## config.mk

```make
export PLATFORM = sky130hd
export DESIGN_NAME = usb_axis_bridge_flat
export DESIGN_NICKNAME = d
export VERILOG_FILES = /design/src/rtl/usb_axis_pkg.sv /design/src/rtl/usb_axis_bridge_if.sv /design/src/rtl/usb_sync_fifo.sv /design/src/rtl/usb_axis_bridge.sv /design/src/flat_wrapper.sv
export SDC_FILE = /design/constraint.sdc
export NUM_CORES = 1
export LEC_CHECK = 0
export CORE_AREA = 2 2 282 493
export CTS_CLUSTER_SIZE = 12
export DETAILED_ROUTE_END_ITERATION = 16
export DIE_AREA = 0 0 284 495
export HOLD_SLACK_MARGIN = 0.12
export PLACE_DENSITY_LB_ADDON = 0.08
export SLEW_MARGIN = 20
export SYNTH_ARGS = -nofsm -noshare
export SYNTH_HDL_FRONTEND = slang
export SYNTH_SLANG_ARGS = --single-unit
```

## constraint.sdc

```tcl
create_clock -name axi_clk -period 9.74 [get_ports axi_clk]
set_input_delay 1.461 -clock axi_clk [delete_from_list [all_inputs] [get_ports axi_clk]]
set_output_delay 1.461 -clock axi_clk [all_outputs]
set_load 0.01 [all_outputs]
```

## src/rtl/usb_axis_pkg.sv

```systemverilog
// Shared types and widths for the USB-word to AXI4-Stream bridge.
package usb_axis_pkg;
    localparam int USB_WORD_W = 64;
    localparam int AXIS_W     = 32;

    typedef enum logic {
        S_LO = 1'b0,
        S_HI = 1'b1
    } beat_state_t;
endpackage

```

## src/rtl/usb_axis_bridge_if.sv

```systemverilog
// AXI4-Stream beat channel between the bridge and the SoC stream fabric.
interface usb_axis_bridge_if;
    import usb_axis_pkg::*;

    logic [AXIS_W-1:0] tdata;
    logic              tvalid;
    logic              tready;
    logic              tlast;

    modport master (output tdata, output tvalid, output tlast, input tready);
    modport slave  (input tdata, input tvalid, input tlast, output tready);
endinterface

```

## src/rtl/usb_sync_fifo.sv

```systemverilog
// DEPTH x 64 synchronous FIFO with an asynchronously read head word.
// Full/empty are derived from the level count, so pointers may simply wrap.
module usb_sync_fifo
    import usb_axis_pkg::*;
#(
    parameter int DEPTH = 16
) (
    input  logic                    axi_clk,
    input  logic                    rst,
    input  logic                    push_i,
    input  logic                    pop_i,
    input  logic [USB_WORD_W-1:0]   data_i,
    output logic [USB_WORD_W-1:0]   head_o,
    output logic [$clog2(DEPTH):0]  level_o
);
    localparam int AW = $clog2(DEPTH);
    localparam int LW = AW + 1;

    logic [USB_WORD_W-1:0] mem_q [DEPTH];
    logic [AW-1:0]         wr_ptr_q, wr_ptr_d;
    logic [AW-1:0]         rd_ptr_q, rd_ptr_d;
    logic [LW-1:0]         level_q, level_d;

    always_comb begin
        wr_ptr_d = push_i ? wr_ptr_q + AW'(1) : wr_ptr_q;
        rd_ptr_d = pop_i  ? rd_ptr_q + AW'(1) : rd_ptr_q;
        level_d  = level_q;
        unique case ({push_i, pop_i})
            2'b10:   level_d = level_q + LW'(1);
            2'b01:   level_d = level_q - LW'(1);
            default: level_d = level_q;
        endcase
    end

    always_ff @(posedge axi_clk) begin
        if (!rst) begin
            wr_ptr_q <= '0;
            rd_ptr_q <= '0;
            level_q  <= '0;
        end else begin
            wr_ptr_q <= wr_ptr_d;
            rd_ptr_q <= rd_ptr_d;
            level_q  <= level_d;
        end
    end

    // Storage carries no reset; level gates every read of it.
    always_ff @(posedge axi_clk) begin
        if (push_i) mem_q[wr_ptr_q] <= data_i;
    end

    assign head_o  = mem_q[rd_ptr_q];
    assign level_o = level_q;
endmodule

```

## src/rtl/usb_axis_bridge.sv

```systemverilog
// Buffers valid-only 64-bit USB words and replays each as two 32-bit AXIS beats
// (low half first, tlast on the high half), counting words lost when full.
module usb_axis_bridge
    import usb_axis_pkg::*;
#(
    parameter int DEPTH = 16,
    parameter int CNT_W = 16
) (
    input  logic                    axi_clk,
    input  logic                    rst,
    input  logic [USB_WORD_W-1:0]   usb_data_i,
    input  logic                    usb_data_valid_i,
    usb_axis_bridge_if.master       m_axis,
    output logic [$clog2(DEPTH):0]  fifo_level_o,
    output logic                    overflow_o,
    output logic [CNT_W-1:0]        drop_cnt_o,
    input  logic                    clr_i
);
    localparam int LW = $clog2(DEPTH) + 1;
    localparam logic [LW-1:0] FULL = LW'(DEPTH);

    beat_state_t           state_q, state_d;
    logic [USB_WORD_W-1:0] head;
    logic [LW-1:0]         level;
    logic                  tvalid, hs, pop, push, drop;
    logic                  overflow_q, overflow_d;
    logic [CNT_W-1:0]      drop_cnt_q, drop_cnt_d;

    usb_sync_fifo #(.DEPTH(DEPTH)) u_fifo (
        .axi_clk (axi_clk),
        .rst     (rst),
        .push_i  (push),
        .pop_i   (pop),
        .data_i  (usb_data_i),
        .head_o  (head),
        .level_o (level)
    );

    // A pop at full frees the slot in the same edge, so the word is still taken.
    assign tvalid = (level != '0);
    assign hs     = tvalid & m_axis.tready;
    assign pop    = hs & (state_q == S_HI);
    assign push   = usb_data_valid_i & ((level != FULL) | pop);
    assign drop   = usb_data_valid_i & ~push;

    always_comb begin
        state_d      = state_q;
        m_axis.tdata = '0;
        m_axis.tlast = 1'b0;
        if (hs) state_d = (state_q == S_LO) ? S_HI : S_LO;
        if (tvalid) begin
            if (state_q == S_HI) begin
                m_axis.tdata = head[2*AXIS_W-1:AXIS_W];
                m_axis.tlast = 1'b1;
            end else begin
                m_axis.tdata = head[AXIS_W-1:0];
            end
        end
    end

    // A drop in the clear cycle wins and restarts the count at one.
    always_comb begin
        overflow_d = overflow_q;
        drop_cnt_d = drop_cnt_q;
        if (drop) begin
            overflow_d = 1'b1;
            if (clr_i)                 drop_cnt_d = CNT_W'(1);
            else if (drop_cnt_q != '1) drop_cnt_d = drop_cnt_q + CNT_W'(1);
        end else if (clr_i) begin
            overflow_d = 1'b0;
            drop_cnt_d = '0;
        end
    end

    always_ff @(posedge axi_clk) begin
        if (!rst) begin
            state_q    <= S_LO;
            overflow_q <= 1'b0;
            drop_cnt_q <= '0;
        end else begin
            state_q    <= state_d;
            overflow_q <= overflow_d;
            drop_cnt_q <= drop_cnt_d;
        end
    end

    assign m_axis.tvalid = tvalid;
    assign fifo_level_o  = level;
    assign overflow_o    = overflow_q;
    assign drop_cnt_o    = drop_cnt_q;
endmodule

```

## src/flat_wrapper.sv

```systemverilog
// flat-port wrapper written by rule: the top's interface ports become plain ports
module usb_axis_bridge_flat import usb_axis_pkg::*;
#(
    parameter int DEPTH = 16,
    parameter int CNT_W = 16
)
  (axi_clk, rst, usb_data_i, usb_data_valid_i, fifo_level_o, overflow_o, drop_cnt_o, clr_i, m_axis_tdata, m_axis_tvalid, m_axis_tlast, m_axis_tready);
  usb_axis_bridge_if m_axis_i ();
  input  logic axi_clk;
  input  logic rst;
  input  logic [USB_WORD_W-1:0] usb_data_i;
  input  logic usb_data_valid_i;
  output logic [$clog2(DEPTH):0] fifo_level_o;
  output logic overflow_o;
  output logic [CNT_W-1:0] drop_cnt_o;
  input  logic clr_i;
  output wire logic [$bits(m_axis_i.tdata)-1:0] m_axis_tdata;
  output wire logic [$bits(m_axis_i.tvalid)-1:0] m_axis_tvalid;
  output wire logic [$bits(m_axis_i.tlast)-1:0] m_axis_tlast;
  input wire logic [$bits(m_axis_i.tready)-1:0] m_axis_tready;
  assign m_axis_tdata = m_axis_i.tdata;
  assign m_axis_tvalid = m_axis_i.tvalid;
  assign m_axis_tlast = m_axis_i.tlast;
  assign m_axis_i.tready = m_axis_tready;
  usb_axis_bridge #(.DEPTH(DEPTH), .CNT_W(CNT_W)) u_core (.axi_clk(axi_clk), .rst(rst), .usb_data_i(usb_data_i), .usb_data_valid_i(usb_data_valid_i), .m_axis(m_axis_i), .fifo_level_o(fifo_level_o), .overflow_o(overflow_o), .drop_cnt_o(drop_cnt_o), .clr_i(clr_i));
endmodule
```

==> results.cfg <==
[placement]
place.gp.congestion = 0.718
dp.final_hpwl_um = 64400
io_buffers = 124

[drt]
vias = 20500
via_per_inst = 4.94
drt_pre_antenna_iters = 5
wl_um = 120000
drc_errors = 0
drt_iter0_drc = 1390
ant_nets = 0
post_drt_wl_per_cell_um = 28.8

[floorplanning]
ios = 125
die_w_um = 284
core_um2 = 137000
row_count = 180
start_util_pct = 29.8
dieArea_um2 = 141000
die_h_um = 495

[logic_synthesis]
synth_enable_flop_cells = 1024
synth_top_area_share_pct = 75.4
syn_avg_cell_area_um2 = 19.5
ys.warnings.count = 0
synth_common_cells = edfxtp_1, mux2i_1, mux4_2
synth_ff_type = edfxtp_1
syn_inst = 2090
syn_nets = 2169
yosysMostFrequentCell = edfxtp_1
ys_async_sr_fraction_pct = 0
synth.area.top_cells = edfxtp_1, mux4_2, mux2i_1, dfxtp_1, a22oi_1
yosysSeqAreaShare_pct = 77.1
synth.ff_latch_count = 1059
yosys.area.top_type = edfxtp_1
netlist_area_um2 = 40800
synth_cell_type_count = 52

[grt]
first_global_vias = 22100
antenna_found_initial = 9
grt_max_degree = 115
grt_pass1_wl_um = 169000
gr-total-overflow = 0
track_usage_pct = 17.0

[cts]
clk_pin_slew_ns = 0.06
cts_hold_buf = 0
cts_tree = done
htreeDepth = 3
cts-root-buf = clkbuf_16
cts_resized = 0
cts_setup_buffers = 0
clkSinkCount = 1059
cts_buffers = 105
clk_latency_ns = 0.72
cts_max_path_buffers = 3

[power]
total_leakage_power_nw = 13.7
power.switching_w = 0.00209
pwr-share-comb_pct = 5.7
p_clk_share_pct = 40.2
irDropWorstVdd_mv = 0.142
p_int_w = 0.00731
powerDensity_nw_per_um2 = 199
seq_power_share_pct = 54.1
netSwitchingFraction_pct = 22.2

[timing]
hold_ws_ns = 0.486
worst_pin_slew_ns = 1.14
hold_violations = 0
max_freq_mhz = 159
rsz0062_at_grt = no
period_needed_ns = 6.29
fin_crit_sh_pct = 64.5
tns_ns = 0
slew_headroom_pct = 23.5
slew_violations = 0
fin_worst_skew_ns = 0.0230
finalSetupViolations = 0

[worst_setup_path]
cp-end-kind = primary output
critical_path_class = reg2out
startpoint_type = register
cp.required_ns = 8.28
worst-path-stages = 7
crit_chain = buf_4 -> nor2b_2 -> buf_4 -> a221oi_1 -> nor3b_1 -> nor4_1 -> clkdlybuf4s50_1
cpMaxStageDelayCell = nor4_1
crit_fanout = 42
cpMostUsedCell = buf_4
cp.arrival_ns = 4.82
max_stage_delay_ns = 0.89
reg2regPathDepth = 5
critical_path.top_delay_family = buffers and inverters
critical_path_buf_inv_count = 3

[job]
cap_violations = 0

[cells_and_area]
syn2layout_area_growth_pct = 16.2
drive_gt1_share_pct = 15.0
nNetsFinal = 2339

[min_path]
hold_depth = 2
holdCritPathClass = reg2reg

[status]
status = finished, final reports clean
-- final timing paths --
path,startpoint,endpoint,slack [ns]
worst max-delay path,register,m_axis_tdata[30],3.45
worst min-delay path,u_core.overflow_o,u_core.overflow_o,0.49
worst max register to register,u_core.state_q,u_core.u_fifo.mem_q[6][52],5.55
worst min register to register,u_core.overflow_o,u_core.overflow_o,0.49
-- cell type report --
class                           count  area (um^2)
Fill cell                       13000        89600
Timing Repair Buffer              171         1640
Clock buffer                      148         2870
Sequential cell                  1059        31500
Tap cell                         1820         2280
Clock inverter                     30          203
Multi-Input combinational cell    910         8850
Inverter                           13         48.8
Antenna cell                        1         2.50
-- power by group through the flow --
stage	logic, W	clock network [W]	registers [W]
2_1_floorplan	0.000232	0	0.00517
4_1_cts	0.000557	0.00391	0.00508
3_3_place_gp	0.000551	0	0.00518
5_1_grt	0.000582	0.00404	0.00509
6_report	0.000537	0.00378	0.00508
3_5_place_dp	0.000555	0	0.00518
-- registers in the layout, indices dropped and copies added, names as in the netlist, named ones only --
name,count
u_core.u_fifo.mem_q,1024
u_core.overflow_o,1
u_core.drop_cnt_o,16
u_core.u_fifo.rd_ptr_q,4
u_core.state_q,1
u_core.u_fifo.level_o,5
u_core.u_fifo.wr_ptr_q,4
-- tightest hold or removal path, delay by kind of cell (launching register included) --
family          cells  cell delay (ns)
compound gates      1             0.07
flops               1             0.31
simple gates        1             0.06
-- per-layer routing --
| metal | share of wire, % | global-route usage (%) |
|---|---|---|
| met4 | 1.7 | 4.31 |
| met1 | 41 | 20.4 |
| met2 | 54 | 31.7 |
| met5 | 0.061 | 0 |
| met3 | 3.3 | 2.32 |
-- placed cells by master (no fill, tap or decap), types with 13 or more instances in the layout --
cell type        Yosys  routed
a21oi_1             27      27
a22oi_1             67      67
buf_4               14      43
clkbuf_1            42      38
clkbuf_16            0     108
clkdlybuf4s50_1      0     124
clkinv_1             0      19
dfxtp_1             35      31
edfxtp_1          1024    1024
inv_1               13      13
mux2i_1            230     230
mux4_2             140     140
nand2_1            109     107
nand3_1             19      18
nand4_1             33      33
nor2_1              34      25
nor4_1              38      38
o211ai_1            20      20
o22ai_1             43      43
xnor2_1             13      13
-- through the flow --
stage	instance area [um^2]	util, %	instances	total power, W	setup WS, ns
final	47400	34.6	4152	0.00940	3.45
after floorplan	40800	-	2090	0.00540	2.58
after detailed placement	44300	32.3	3973	0.00574	4.10
after global placement	44300	32.3	3973	0.00573	4.02
after CTS	47400	34.6	4151	0.00955	3.28
after global routing	47400	34.6	4152	0.00971	3.14
-- cell families (layout without fill, tap and decap cells) --
| logic type | Yosys count | count (layout) | synth area share [%] |
|---|---|---|---|
| other | 0 | 1 | 0 |
| AOI/OAI and AO/OA | 204 | 204 | 3.51 |
| buffers and inverters | 121 | 362 | 1.41 |
| and+or+nand+nor | 310 | 310 | 3.88 |
| xor gates and xnor gates | 15 | 15 | 0.322 |
| muxes | 371 | 371 | 13.4 |
| adders and majority gates | 10 | 10 | 0.325 |
| DFF | 1059 | 1059 | 77.1 |
(Power assumes the default switching activity.)
